### src/rtl/fruit_control_if.sv
// Fruit-control bus: game inputs, fruit block feedback, blade position, and the
// control/status outputs produced by the game FSM.
interface fruit_control_if;
    logic       start;
    logic [9:0] fruitX;
    logic [9:0] fruitY;
    logic [9:0] fruitS;
    logic [9:0] bladeX;
    logic [9:0] bladeY;
    logic       blade_down;
    logic       new_fruit;
    logic       move_fruit;
    logic [6:0] fruits_cut;
    logic [2:0] lives;
    logic       cut_flash;
    logic       game_over;

    // FSM side: drives the fruit block controls and game status
    modport master (
        input  start, fruitX, fruitY, fruitS, bladeX, bladeY, blade_down,
        output new_fruit, move_fruit, fruits_cut, lives, cut_flash, game_over
    );

    // Environment side: fruit block, blade input and display overlay
    modport slave (
        output start, fruitX, fruitY, fruitS, bladeX, bladeY, blade_down,
        input  new_fruit, move_fruit, fruits_cut, lives, cut_flash, game_over
    );
endinterface

### src/rtl/fruit_control.sv
// Game-control FSM for the fruit-slicing game. Runs on the frame clock, launches
// fruit, detects slices and misses, and keeps score and lives.
module fruit_control #(
    parameter int unsigned LIVES        = 3,
    parameter int unsigned HIT_TOL      = 4,
    parameter int unsigned GRACE_FRAMES = 8,
    parameter int unsigned FLY_TIMEOUT  = 255,
    parameter int unsigned CUT_FRAMES   = 15,
    parameter int unsigned X_MAX        = 639,
    parameter int unsigned Y_MAX        = 479
) (
    input  logic             frame_clk,
    input  logic             Reset,
    fruit_control_if.master  bus
);

    typedef enum logic [2:0] {
        StIdle, StSpawn, StFly, StCut, StMiss, StGameOver
    } state_e;

    state_e      r_state;
    logic [7:0]  r_fly_cnt;
    logic        r_new_fruit;
    logic        r_move_fruit;
    logic [6:0]  r_fruits_cut;
    logic [2:0]  r_lives;
    logic        r_cut_flash;
    logic        r_game_over;

    logic [10:0] w_dx;
    logic [10:0] w_dy;
    logic [10:0] w_tol;
    logic        w_hit;
    logic        w_off_screen;
    logic        w_past_grace;

    // Hit window: blade within fruit radius plus tolerance on both axes (11-bit, no wrap)
    always_comb begin
        w_dx  = (bus.bladeX >= bus.fruitX) ? ({1'b0, bus.bladeX} - {1'b0, bus.fruitX})
                                           : ({1'b0, bus.fruitX} - {1'b0, bus.bladeX});
        w_dy  = (bus.bladeY >= bus.fruitY) ? ({1'b0, bus.bladeY} - {1'b0, bus.fruitY})
                                           : ({1'b0, bus.fruitY} - {1'b0, bus.bladeY});
        w_tol = {1'b0, bus.fruitS} + 11'(HIT_TOL);
        w_hit = bus.blade_down && (w_dx <= w_tol) && (w_dy <= w_tol);
        // Wrap above the top edge reads as a large Y and is caught here too
        w_off_screen = (bus.fruitY > 10'(Y_MAX)) || (bus.fruitX > 10'(X_MAX));
        w_past_grace = (r_fly_cnt >= 8'(GRACE_FRAMES));
    end

    // Game FSM with all outputs registered alongside the state
    always_ff @(posedge frame_clk or posedge Reset) begin
        if (Reset) begin
            r_state      <= StIdle;
            r_fly_cnt    <= 8'd0;
            r_new_fruit  <= 1'b0;
            r_move_fruit <= 1'b0;
            r_fruits_cut <= 7'd0;
            r_lives      <= 3'(LIVES);
            r_cut_flash  <= 1'b0;
            r_game_over  <= 1'b0;
        end else begin
            r_new_fruit <= 1'b0;
            case (r_state)
                StIdle: begin
                    if (bus.start) begin
                        r_state      <= StSpawn;
                        r_new_fruit  <= 1'b1;
                        r_fruits_cut <= 7'd0;
                        r_lives      <= 3'(LIVES);
                        r_fly_cnt    <= 8'd0;
                    end
                end
                StSpawn: begin
                    r_state      <= StFly;
                    r_move_fruit <= 1'b1;
                    r_fly_cnt    <= 8'd0;
                end
                StFly: begin
                    if (w_hit) begin
                        r_state     <= StCut;
                        r_cut_flash <= 1'b1;
                        r_fly_cnt   <= 8'd0;
                        if (r_fruits_cut != 7'd127) begin
                            r_fruits_cut <= r_fruits_cut + 7'd1;
                        end
                    end else if ((w_past_grace && w_off_screen) ||
                                 (r_fly_cnt == 8'(FLY_TIMEOUT))) begin
                        r_state      <= StMiss;
                        r_move_fruit <= 1'b0;
                        if (r_lives != 3'd0) begin
                            r_lives <= r_lives - 3'd1;
                        end
                    end else if (r_fly_cnt != 8'd255) begin
                        r_fly_cnt <= r_fly_cnt + 8'd1;
                    end
                end
                StCut: begin
                    // Halves keep falling; blade is ignored so a slice counts once
                    if (r_fly_cnt == 8'(CUT_FRAMES - 1)) begin
                        r_state      <= StSpawn;
                        r_new_fruit  <= 1'b1;
                        r_move_fruit <= 1'b0;
                        r_cut_flash  <= 1'b0;
                        r_fly_cnt    <= 8'd0;
                    end else begin
                        r_fly_cnt <= r_fly_cnt + 8'd1;
                    end
                end
                StMiss: begin
                    if (r_lives == 3'd0) begin
                        r_state     <= StGameOver;
                        r_game_over <= 1'b1;
                    end else begin
                        r_state     <= StSpawn;
                        r_new_fruit <= 1'b1;
                        r_fly_cnt   <= 8'd0;
                    end
                end
                StGameOver: begin
                    if (bus.start) begin
                        r_state      <= StSpawn;
                        r_new_fruit  <= 1'b1;
                        r_game_over  <= 1'b0;
                        r_fruits_cut <= 7'd0;
                        r_lives      <= 3'(LIVES);
                        r_fly_cnt    <= 8'd0;
                    end
                end
                default: begin
                    r_state      <= StIdle;
                    r_move_fruit <= 1'b0;
                    r_cut_flash  <= 1'b0;
                    r_game_over  <= 1'b0;
                end
            endcase
        end
    end

    assign bus.new_fruit  = r_new_fruit;
    assign bus.move_fruit = r_move_fruit;
    assign bus.fruits_cut = r_fruits_cut;
    assign bus.lives      = r_lives;
    assign bus.cut_flash  = r_cut_flash;
    assign bus.game_over  = r_game_over;

endmodule

### src/flat_wrapper.sv
// flat-port wrapper written by rule: the top's interface ports become plain ports
module fruit_control_flat 
#(
    parameter int unsigned LIVES        = 3,
    parameter int unsigned HIT_TOL      = 4,
    parameter int unsigned GRACE_FRAMES = 8,
    parameter int unsigned FLY_TIMEOUT  = 255,
    parameter int unsigned CUT_FRAMES   = 15,
    parameter int unsigned X_MAX        = 639,
    parameter int unsigned Y_MAX        = 479
)
  (frame_clk, Reset, bus_start, bus_fruitX, bus_fruitY, bus_fruitS, bus_bladeX, bus_bladeY, bus_blade_down, bus_new_fruit, bus_move_fruit, bus_fruits_cut, bus_lives, bus_cut_flash, bus_game_over);
  fruit_control_if bus_i ();
  input  logic frame_clk;
  input  logic Reset;
  input wire logic [$bits(bus_i.start)-1:0] bus_start;
  input wire logic [$bits(bus_i.fruitX)-1:0] bus_fruitX;
  input wire logic [$bits(bus_i.fruitY)-1:0] bus_fruitY;
  input wire logic [$bits(bus_i.fruitS)-1:0] bus_fruitS;
  input wire logic [$bits(bus_i.bladeX)-1:0] bus_bladeX;
  input wire logic [$bits(bus_i.bladeY)-1:0] bus_bladeY;
  input wire logic [$bits(bus_i.blade_down)-1:0] bus_blade_down;
  output wire logic [$bits(bus_i.new_fruit)-1:0] bus_new_fruit;
  output wire logic [$bits(bus_i.move_fruit)-1:0] bus_move_fruit;
  output wire logic [$bits(bus_i.fruits_cut)-1:0] bus_fruits_cut;
  output wire logic [$bits(bus_i.lives)-1:0] bus_lives;
  output wire logic [$bits(bus_i.cut_flash)-1:0] bus_cut_flash;
  output wire logic [$bits(bus_i.game_over)-1:0] bus_game_over;
  assign bus_i.start = bus_start;
  assign bus_i.fruitX = bus_fruitX;
  assign bus_i.fruitY = bus_fruitY;
  assign bus_i.fruitS = bus_fruitS;
  assign bus_i.bladeX = bus_bladeX;
  assign bus_i.bladeY = bus_bladeY;
  assign bus_i.blade_down = bus_blade_down;
  assign bus_new_fruit = bus_i.new_fruit;
  assign bus_move_fruit = bus_i.move_fruit;
  assign bus_fruits_cut = bus_i.fruits_cut;
  assign bus_lives = bus_i.lives;
  assign bus_cut_flash = bus_i.cut_flash;
  assign bus_game_over = bus_i.game_over;
  fruit_control #(.LIVES(LIVES), .HIT_TOL(HIT_TOL), .GRACE_FRAMES(GRACE_FRAMES), .FLY_TIMEOUT(FLY_TIMEOUT), .CUT_FRAMES(CUT_FRAMES), .X_MAX(X_MAX), .Y_MAX(Y_MAX)) u_core (.frame_clk(frame_clk), .Reset(Reset), .bus(bus_i));
endmodule
### config.mk
export PLATFORM = sky130hd
export DESIGN_NAME = fruit_control_flat
export DESIGN_NICKNAME = d
export VERILOG_FILES = /design/src/rtl/fruit_control_if.sv /design/src/rtl/fruit_control.sv /design/src/flat_wrapper.sv
export SDC_FILE = /design/constraint.sdc
export NUM_CORES = 1
export LEC_CHECK = 0
export BUFFER_PORTS_ARGS = -buffer_cell sky130_fd_sc_hd__buf_2
export CAP_MARGIN = 20
export CORE_ASPECT_RATIO = 2
export CORE_MARGIN = 5
export CORE_UTILIZATION = 59
export CTS_BUF_LIST = sky130_fd_sc_hd__clkbuf_8
export DETAILED_ROUTE_END_ITERATION = 16
export GPL_TIMING_DRIVEN = 0
export MAX_ROUTING_LAYER = met4
export PLACE_DENSITY = 0.95
export SLEW_MARGIN = 20
export SYNTH_ARGS = -nofsm -noshare
export SYNTH_HDL_FRONTEND = slang
export SYNTH_SLANG_ARGS = --single-unit
export TNS_END_PERCENT = 20
### constraint.sdc
create_clock -name frame_clk -period 3.1 [get_ports frame_clk]
set_clock_uncertainty 0.2 [all_clocks]
set_input_delay 0.62 -clock frame_clk [delete_from_list [all_inputs] [get_ports frame_clk]]
set_output_delay 0.62 -clock frame_clk [all_outputs]
set_load 0.02 [all_outputs]
# ---- Yosys cells after proc, flatten, opt, wreduce, memory -nomap -nowiden
# Index checks and enable logic that the tools add are counted.
dict set report totals {
  register_bits 25
  in_bits 54
  out_inout_bits 14
  wordCells 106
}
dict set report op_classes {
  n_addsub 8
  magnitude_cmp 7
  n_eq_ne 22
  muxes 37
  bitwise 3
  n_reduce_logical 21
}
# operator n
set ops {}
lappend ops {{2-to-1 mux 8 bit} 6}
lappend ops {{subtractor 10 x 10 -> 11 bit} 4}
lappend ops {{one-hot mux 8 bit (5 select lines)} 1}
lappend ops {{2-to-1 mux 3 bit} 9}
lappend ops {{less-or-equal comparator 11 bit} 2}
lappend ops {{2-to-1 mux 11 bit} 2}
lappend ops {{2-to-1 mux 7 bit} 3}
lappend ops {{greater-or-equal comparator 10 bit} 2}
lappend ops {{one-hot mux 3 bit (5 select lines)} 1}
lappend ops {{!= test 2 x 1 -> 1 bit (second input constant)} 7}
lappend ops {{one-hot mux 7 bit (2 select lines)} 1}
lappend ops {{adder 10 x 3 -> 11 bit (second input constant)} 1}
lappend ops {{greater-than comparator 10 bit (second input constant)} 1}
lappend ops {{greater-than comparator 10 x 9 -> 1 bit (second input constant)} 1}
lappend ops {{AND reduction 5 bit} 2}
lappend ops {{2-to-1 mux 1 bit} 9}
lappend ops {{one-hot mux 1 bit (3 select lines)} 3}
lappend ops {{AND reduction 3 bit} 3}
lappend ops {{adder 8 x 1 -> 8 bit (second input constant)} 1}
lappend ops {{equality test 8 x 4 -> 1 bit (second input constant)} 1}
lappend ops {{equality test 8 bit (second input constant)} 1}
lappend ops {{greater-or-equal comparator 8 x 4 -> 1 bit (second input constant)} 1}
lappend ops {{!= test 8 bit (second input constant)} 1}
lappend ops {{AND reduction 4 bit} 2}
lappend ops {{other kinds (21)} 33}

# ---- Depth between registers and ports, before layout
# Gate-level depths: netlist of run 1.
dict set report depth {
  word_depth 7
  ltp_mapped 22
  depth_no_buf 21
}

# ---- Worst setup path before layout of run 1
# No wires, ideal clock.
dict set report synth_timing {
  path_type {input port to flip-flop}
  from {in bus_bladeX[7]}
  to {reg u_core.r_fruits_cut[4] (netlist: u_core.bus.fruits_cut[4])}
  setup_time_ns 0.124
  arrival_time_ns 4.815
  required_ns 2.776
  slack_ns -2.039
  path_stages 19
  n_path_buf 1
  path_cell_list {inv_1 > ha_1 > a21o_1 > a31oi_2 > nand4_1 > a311oi_2 > nor2_1 > mux2_2 > nor3_1 > a2111oi_0 > ha_1 > a21oi_2 > o21ai_0 > o41ai_2 > nand2_2 > or3_1 > buf_6 > o211a_1 > a211o_1}
}
dict set report synth_between {
  elab_chain_len 7
  word_cells_on_any_way 9
  cone_classes {add/sub (2); order compare (2); eq/ne (1); mux (1); reduce/logical (3)}
}
# element line_no
set synth_lines {}
lappend synth_lines {{start: declaration} flat_wrapper.sv:20} ;# input wire logic [$bits(bus_i.bladeX)-1:0] bus_bladeX;
lappend synth_lines {{subtractor 10 x 10 -> 11 bit (tied with other cells)} fruit_control.sv:40} ;# : ({1'b0, bus.fruitX} - {1'b0, bus.bladeX});
lappend synth_lines {{2-to-1 mux 11 bit *} fruit_control.sv:39} ;# w_dx = (bus.bladeX >= bus.fruitX) ? ({1'b0, bus.bladeX} - {1'b0, bus.fruitX})
lappend synth_lines {{less-or-equal comparator 11 bit *} fruit_control.sv:44} ;# w_hit = bus.blade_down && (w_dx <= w_tol) && (w_dy <= w_tol);
lappend synth_lines {{logical AND 1 bit * (2 in a row)} fruit_control.sv:44}
lappend synth_lines {{!= test 2 x 1 -> 1 bit (no source line) *} n/a}
lappend synth_lines {{AND reduction 4 bit (no source line) *} n/a}
lappend synth_lines {{end signal: assignment} fruit_control.sv:84} ;# r_fruits_cut <= r_fruits_cut + 7'd1;
lappend synth_lines {{end: declaration} fruit_control.sv:25} ;# logic [6:0] r_fruits_cut;
# Every way passes the cells marked *; elsewhere a longest branch is shown, timed or not.
# A chain may end at the register's enable or synchronous reset.

# ---- Final worst setup path of run 1
dict set report layout_timing {
  from {in bus_fruitY[0]}
  to {reg u_core.r_fly_cnt[7]}
}
dict set report layout_between {
  elab_chain_len 6
  word_cells_on_any_way 15
  cone_classes {add/sub (2); order compare (3); eq/ne (2); mux (3); reduce/logical (5)}
}
# element line_no
set layout_lines {}
lappend layout_lines {{start: declaration} flat_wrapper.sv:18} ;# input wire logic [$bits(bus_i.fruitY)-1:0] bus_fruitY;
lappend layout_lines {{subtractor 10 x 10 -> 11 bit (tied with other cells)} fruit_control.sv:42} ;# : ({1'b0, bus.fruitY} - {1'b0, bus.bladeY});
lappend layout_lines {{2-to-1 mux 11 bit or logical OR 1 bit (tied branches)} {fruit_control.sv:41, fruit_control.sv:46}}
lappend layout_lines {{less-or-equal comparator 11 bit or logical AND 1 bit (tied branches)} {fruit_control.sv:44, fruit_control.sv:86}}
lappend layout_lines {{logical AND 1 bit or logical OR 1 bit (tied branches)} {fruit_control.sv:44, fruit_control.sv:86}}
lappend layout_lines {{!= test 3 x 2 -> 1 bit (no source line) (tied with other cells)} n/a}
lappend layout_lines {{AND reduction 5 bit (no source line) or one-hot mux 8 bit (5 select lines) (tied branches)} n/a}
lappend layout_lines {{end signal: assignment} fruit_control.sv:94} ;# r_fly_cnt <= r_fly_cnt + 8'd1;
lappend layout_lines {{end signal: assignment} fruit_control.sv:106} ;# r_fly_cnt <= r_fly_cnt + 8'd1;
lappend layout_lines {{end: declaration} fruit_control.sv:22} ;# logic [7:0] r_fly_cnt;
# Several ways; a longest one is shown, not always the timed one.

==> run metrics, run 1 <==
count leader, synth inv_1; CP Buf/Inv Count 6; initial antenna violation count 0; HPWL Detailed 8.52 mm; Clock Tree Buf Depth 2; global-route wire length before repair 23.7 mm; FF/Latch Area 628 um2; final period utilization 164%; CORE AREA 6570 um2; vias per inst 6.96; maxcap violations 0; clock period minus worst slack 5.09 ns; CTS tree done; Chip Width 67.9 um; Die ar. 8530 um2; P per Cell Area 490 nW/um2; Synth area leaders ha_1 22%, dfrtp_1 15%, inv_1 6.7%, a21oi_1 4.2%, nand2_1 3.8%; critical path startpoint category input pin; sequential-to-total area share from yosys stat 15.9%; Yosys reg bits 25; number of global-route vias before repair 5008; syn_nets 629; Post-synth ARST share 100%; Initial Util 60.1%; YS warnings 0; syn_area_per_cell 7.87 um2; Tightest Hold Check Type flip-flop to flip-flop; failing checks negative setup slack; drt drc 0; Starting DRT DRC Count 575; Worst setup EP type flip-flop; # fillers 309; Nets 746; area grow syn2layout 39.3%; Slew Viols, Final 0; Top Ports 68; Synth cell types 69; H-tree Lvls 1; worst setup path class input pin to flip-flop; Die H 126 um; chain of cells forming the critical path buf_2 -> inv_1 -> ha_1 -> inv_1 -> fa_1 -> nand2_1 -> nand2_1 -> a21o_1 -> a221oi_2 -> o22ai_2 -> a31oi_2 -> xnor2_1 -> ha_1 -> nand4_1 -> o211ai_1 -> o31a_1 -> o41ai_4 -> buf_4 -> buf_4 -> a21oi_4 -> a41oi_4 -> or2_1 -> buf_8 -> o31ai_4; Worst path slowest cell fa_1; pre-CTS WS -2.42 ns; Port Buf Inserts 67; Ant. Diodes 0; Area after DPL 4620 um2; GRT Total Usage 36.8%; routed vias 4912; Routed WL 16.7 mm; largest net degree at the start of global routing 26; clk sink count 25; multi-input logic area 3620 um2; total gr overflow 0; Peak VDD IR 554 uV; CP max FO 7; Slew @ Worst Pin 0.986 ns; ys flop type dfrtp_1; largest stage delay on the critical path 0.41 ns; RSZ-0062 raised after global routing yes; status finished with violations; CTS Root Cell clkbuf_8; leakage 2.64 nW; share of layout cells above drive strength 1 36.4%; routed len/inst 23.6 um; Rows 42; critical path data arrival time 5.08 ns; mapped cell area 3950 um2; CP delay by family, top compound AO/OA/AOI/OAI gates; Mapped Cells 502; Synth area leader ha_1; Final Hold Vio Count 0; fmax 197 MHz; Post-synth EDFFs 0; hold buffers post-CTS 0; Synth top area share 21.9%; Synth top cells by count 70 x inv_1, 69 x ha_1, 40 x nand2_1; DRT Pass-1 Iters 6; final worst slack -1.99 ns; max_slew headroom 34.2%; worst-skew pair later-pin latency 0.28 ns; # setup viols final 23; CTS buffer count 3; ANT nets after route 0; fin util 83.8%; CP required 3.09 ns; Final Wtd Congestion 0.921; Post-Layout Inst Area 5500 um2; clk slew on worst S/H paths 0.09 ns
## what timing repair did
| action | in CTS | in global routing |
|---|---|---|
| setup endpoints to repair | 23 | 23 |
| pin swaps | 44 | 11 |
| endpoints found under the hold margin | 0 | 0 |
| buffers inserted | 39 | 11 |
| gates resized for setup | 91 | 27 |
## worst register-to-register path, stage by stage (launching register included)
cell      delay [ns]
dfrtp_1         0.37
clkbuf_1        0.22
or2_2           0.38
or2_2           0.35
or3_1           0.40
buf_6           0.14
o211a_1         0.19
a211o_1         0.21
## registers in the layout (all words and copies together) (netlist names)
name	cells
u_core.bus.cut_flash	1
u_core.bus.fruits_cut	7
u_core.bus.game_over	1
u_core.bus.lives	3
u_core.bus.move_fruit	1
u_core.bus.new_fruit	1
u_core.r_fly_cnt	8
u_core.r_state	3
## where the power goes
group,switching [mW],total [mW],internal (mW)
registers,0.126,0.552,0.425
clock network,0.110,0.199,0.0891
logic,1.10,1.95,0.849
total,1.34,2.70,1.36
## layout by cell type (no fill, tap or decap), types with 9 or more instances in the layout
cell type   n
nor2_1     17
dfrtp_1    23
nor2b_1     9
a21oi_2     9
a21o_1     14
nand3_1    18
buf_6      10
a21oi_1    23
ha_1       50
ha_4       18
o21ai_0    18
buf_4      47
nand2_1    38
inv_1      60
xnor2_1    12
buf_2      59
## logic make-up (layout without fill, tap and decap cells)
kind of cell	after synthesis	in the layout	synth area share (%)
fa+ha+maj	73	73	23.9
mux	11	11	2.88
buf+inv	83	199	8.36
compound gates	149	149	26.7
flops	25	25	15.9
xor+xnor	20	20	4.43
simple gates	141	141	17.8
## path summary, 6_finish.rpt
| path | start | to | slack (ns) | cells after the start |
|---|---|---|---|---|
| min in group asynchronous | Reset | u_core.r_fly_cnt[0] | 0.36 | 2 |
| max in group asynchronous | Reset | u_core.r_state[0] | 1.74 | 2 |
| min | u_core.bus.cut_flash | u_core.bus.cut_flash | 0.31 | 1 |
| max | bus_fruitY[0] | u_core.r_fly_cnt[7] | -1.99 | 24 |
| max reg2reg | u_core.r_state[2] | u_core.bus.fruits_cut[4] | 0.53 | 7 |
| min reg2reg | u_core.bus.cut_flash | u_core.bus.cut_flash | 0.31 | 1 |
## through the flow
stage | hold slack, ns | instances | TNS, ns | power (mW)
final | 0.309 | 706 | -41.64 | 2.70
after global routing | 0.342 | 706 | -42.34 | 2.83
after CTS | 0.306 | 697 | -31.28 | 2.39
after detailed placement | 0.271 | 657 | -49.56 | 1.86
after global placement | 0.295 | 657 | -43.71 | 1.78
after floorplan | 0.296 | 502 | -31.26 | 1.51
## cell type report
cell class	count	area share [%]
buffer	9	1.16
clock buffer	3	0.750
clock inverter	1	0.0682
inverter	71	5.03
multi-input combinational	394	65.8
sequential	25	11.4
tap	88	2.00
timing repair buffer	115	13.8
## layer usage
metal / up-vias / GRT usage [%] / routed length, um
li1: 2034 / - / -
met1: 2281 / 32.9 / 5130
met2: 422 / 62.1 / 8460
met3: 175 / 9.98 / 1470
met4: 0 / 28.4 / 1620
met5: - / - / 0
No activity file was read; power rests on OpenSTA's default activity.
==> inputs of run 2 (changes only) <==
- BUFFER_PORTS_ARGS: -buffer_cell sky130_fd_sc_hd__buf_2 -> not set
- CORE_UTILIZATION: 59 -> 60
- DONT_BUFFER_PORTS: not set -> 1
- PLACE_DENSITY: 0.95 -> 0.88
==> run metrics, run 2 (synthesized netlist as in run 1, its figures left out) <==
max reg flops 8; worst-skew pair later-pin latency 0.27 ns; clock period minus worst slack 4.59 ns; max_slew headroom 41.3%; critical path startpoint category input pin; global-route wire length before repair 16.7 mm; Top Ports 68; leakage 2.24 nW; Tightest Hold Check Type input pin to async pin; Port Buf Inserts 0; Slew @ Worst Pin 0.876 ns; critical path data arrival time 4.58 ns; worst setup path class input pin to flip-flop; status finished with violations; GRT Total Usage 24.7%; chain of cells forming the critical path inv_1 -> ha_4 -> buf_4 -> a21o_1 -> nand2_1 -> a21o_1 -> buf_4 -> nand3_2 -> a221oi_2 -> o22ai_2 -> a31oi_2 -> xnor2_1 -> ha_1 -> buf_4 -> nand4_1 -> o31a_1 -> o41ai_4 -> buf_4 -> o2bb2a_4 -> a21o_1 -> buf_6 -> a21o_1 -> a311oi_2; CTS buffer count 3; area grow syn2layout 23.5%; Largest Register u_core.r_fly_cnt; number of global-route vias before repair 3821; final worst slack -1.49 ns; drt drc 0; CTS Root Cell clkbuf_8; Rows 42; Die ar. 8400 um2; initial antenna violation count 0; final period utilization 148%; leading cell type in the layout, fill and taps excluded inv_1; P per Cell Area 468 nW/um2; ANT nets after route 0; routed vias 3894; share of layout cells above drive strength 1 23.8%; Starting DRT DRC Count 346; Slew Viols, Final 0; DRT Pass-1 Iters 5; RSZ-0062 raised after global routing yes; maxcap violations 0; CORE AREA 6520 um2; total gr overflow 0; most frequent cells in the layout 64 x inv_1, 53 x ha_1, 37 x nand2_1, 29 x buf_4, 27 x a21oi_1; Worst path slowest cell o31a_1; largest net degree at the start of global routing 26; routed len/inst 17.0 um; pre-CTS WS -2.21 ns; Clock Tree Buf Depth 2; Final Hold Vio Count 0; metal3 WL 614 um; failing checks negative setup slack; Top Layer Used met4; clk slew on worst S/H paths 0.09 ns; clk sink count 25; fmax 218 MHz; Worst setup EP type flip-flop; H-tree Lvls 1; CTS tree done; Peak VDD IR 318 uV; largest stage delay on the critical path 0.34 ns; Nets 661; # setup viols final 23; Ant. Diodes 0; HPWL Detailed 7.27 mm; vias per inst 6.27; Initial Util 60.6%; Final TNS setup -29.65 ns; Routed WL 10.5 mm; WL met1 4.05 mm; Die H 125 um; Final Wtd Congestion 0.894; CP max FO 5; CP required 3.08 ns; Chip Width 67.4 um; met2 routed WL 5.59 mm; hold buffers post-CTS 0
-- run 2: cell types whose count changed in the layout (fill, tap and decap cells not counted), sizes merged --
cell      previous run  this run
buf                119        34
inv                 71        68
clkinvlp             0         2
clkinv               1         2
-- run 2: power breakdown --
part           switching [mW]  leakage, nW  internal (mW)
sequential              0.183        0.319          0.425
clock                   0.107       0.0217         0.0912
combinational           0.780         1.90          0.698
-- run 2: what timing repair did --
item                                    4_1_cts  5_1_grt
endpoints found under the setup margin       23       23
cloned                                        0        0
pin swaps                                    44       37
gates resized for setup                      51       26
setup buffers                                27        5
-- run 2: worst paths after layout --
kind / depth (start not counted) / start / slack [ns] / endpoint
max: 23 / bus_bladeY[3] / -1.49 / u_core.r_state[1]
min: 1 / Reset / 0.10 / u_core.bus.fruits_cut[6]
max reg2reg: 10 / u_core.bus.lives[0] / 0.57 / u_core.r_state[1]
min reg2reg: 1 / u_core.r_fly_cnt[0] / 0.37 / u_core.r_fly_cnt[0]
max in group asynchronous: 1 / Reset / 2.19 / u_core.bus.new_fruit
min in group frame_clk: 1 / u_core.r_fly_cnt[0] / 0.37 / u_core.r_fly_cnt[0]
-- run 2: per-stage QoR --
stage | cell area (um2) | power [mW] | instances | utilization, % | hold WS, ns
6_report | 4880 | 2.28 | 621 | 74.8 | 0.101
5_1_grt | 4880 | 2.47 | 621 | 74.8 | 0.161
3_5_place_dp | 4280 | 1.74 | 590 | 65.7 | 0.335
2_1_floorplan | 4170 | 1.51 | 502 | - | 0.296
4_1_cts | 4720 | 2.18 | 617 | 72.5 | 0.285
3_3_place_gp | 4280 | 1.70 | 590 | 65.7 | 0.324
-- run 2: worst max-delay path: cells and delay by family --
family	cells	cell delay [ns]
AOI/OAI and AO/OA	11	2.25
and+or+nand+nor	3	0.29
xor gates and xnor gates	1	0.11
adders and majority gates	2	0.54
buffers and inverters	6	0.77
-- run 2: cell type report --
class,count,area [um2]
inverter,71,283
multi-input combinational,394,3510
fill,453,1640
tap,88,110
timing repair buffer,32,260
buffer,7,41.3
clock buffer,3,41.3
sequential,25,628
clock inverter,1,7.51
-- run 2: metal layers --
| metal | vias up | GRT usage, % |
|---|---|---|
| met5 | - | - |
| met4 | 0 | 7.78 |
| met3 | 35 | 3.07 |
| met2 | 153 | 42.1 |
| met1 | 1844 | 29.1 |
| li1 | 1862 | - |
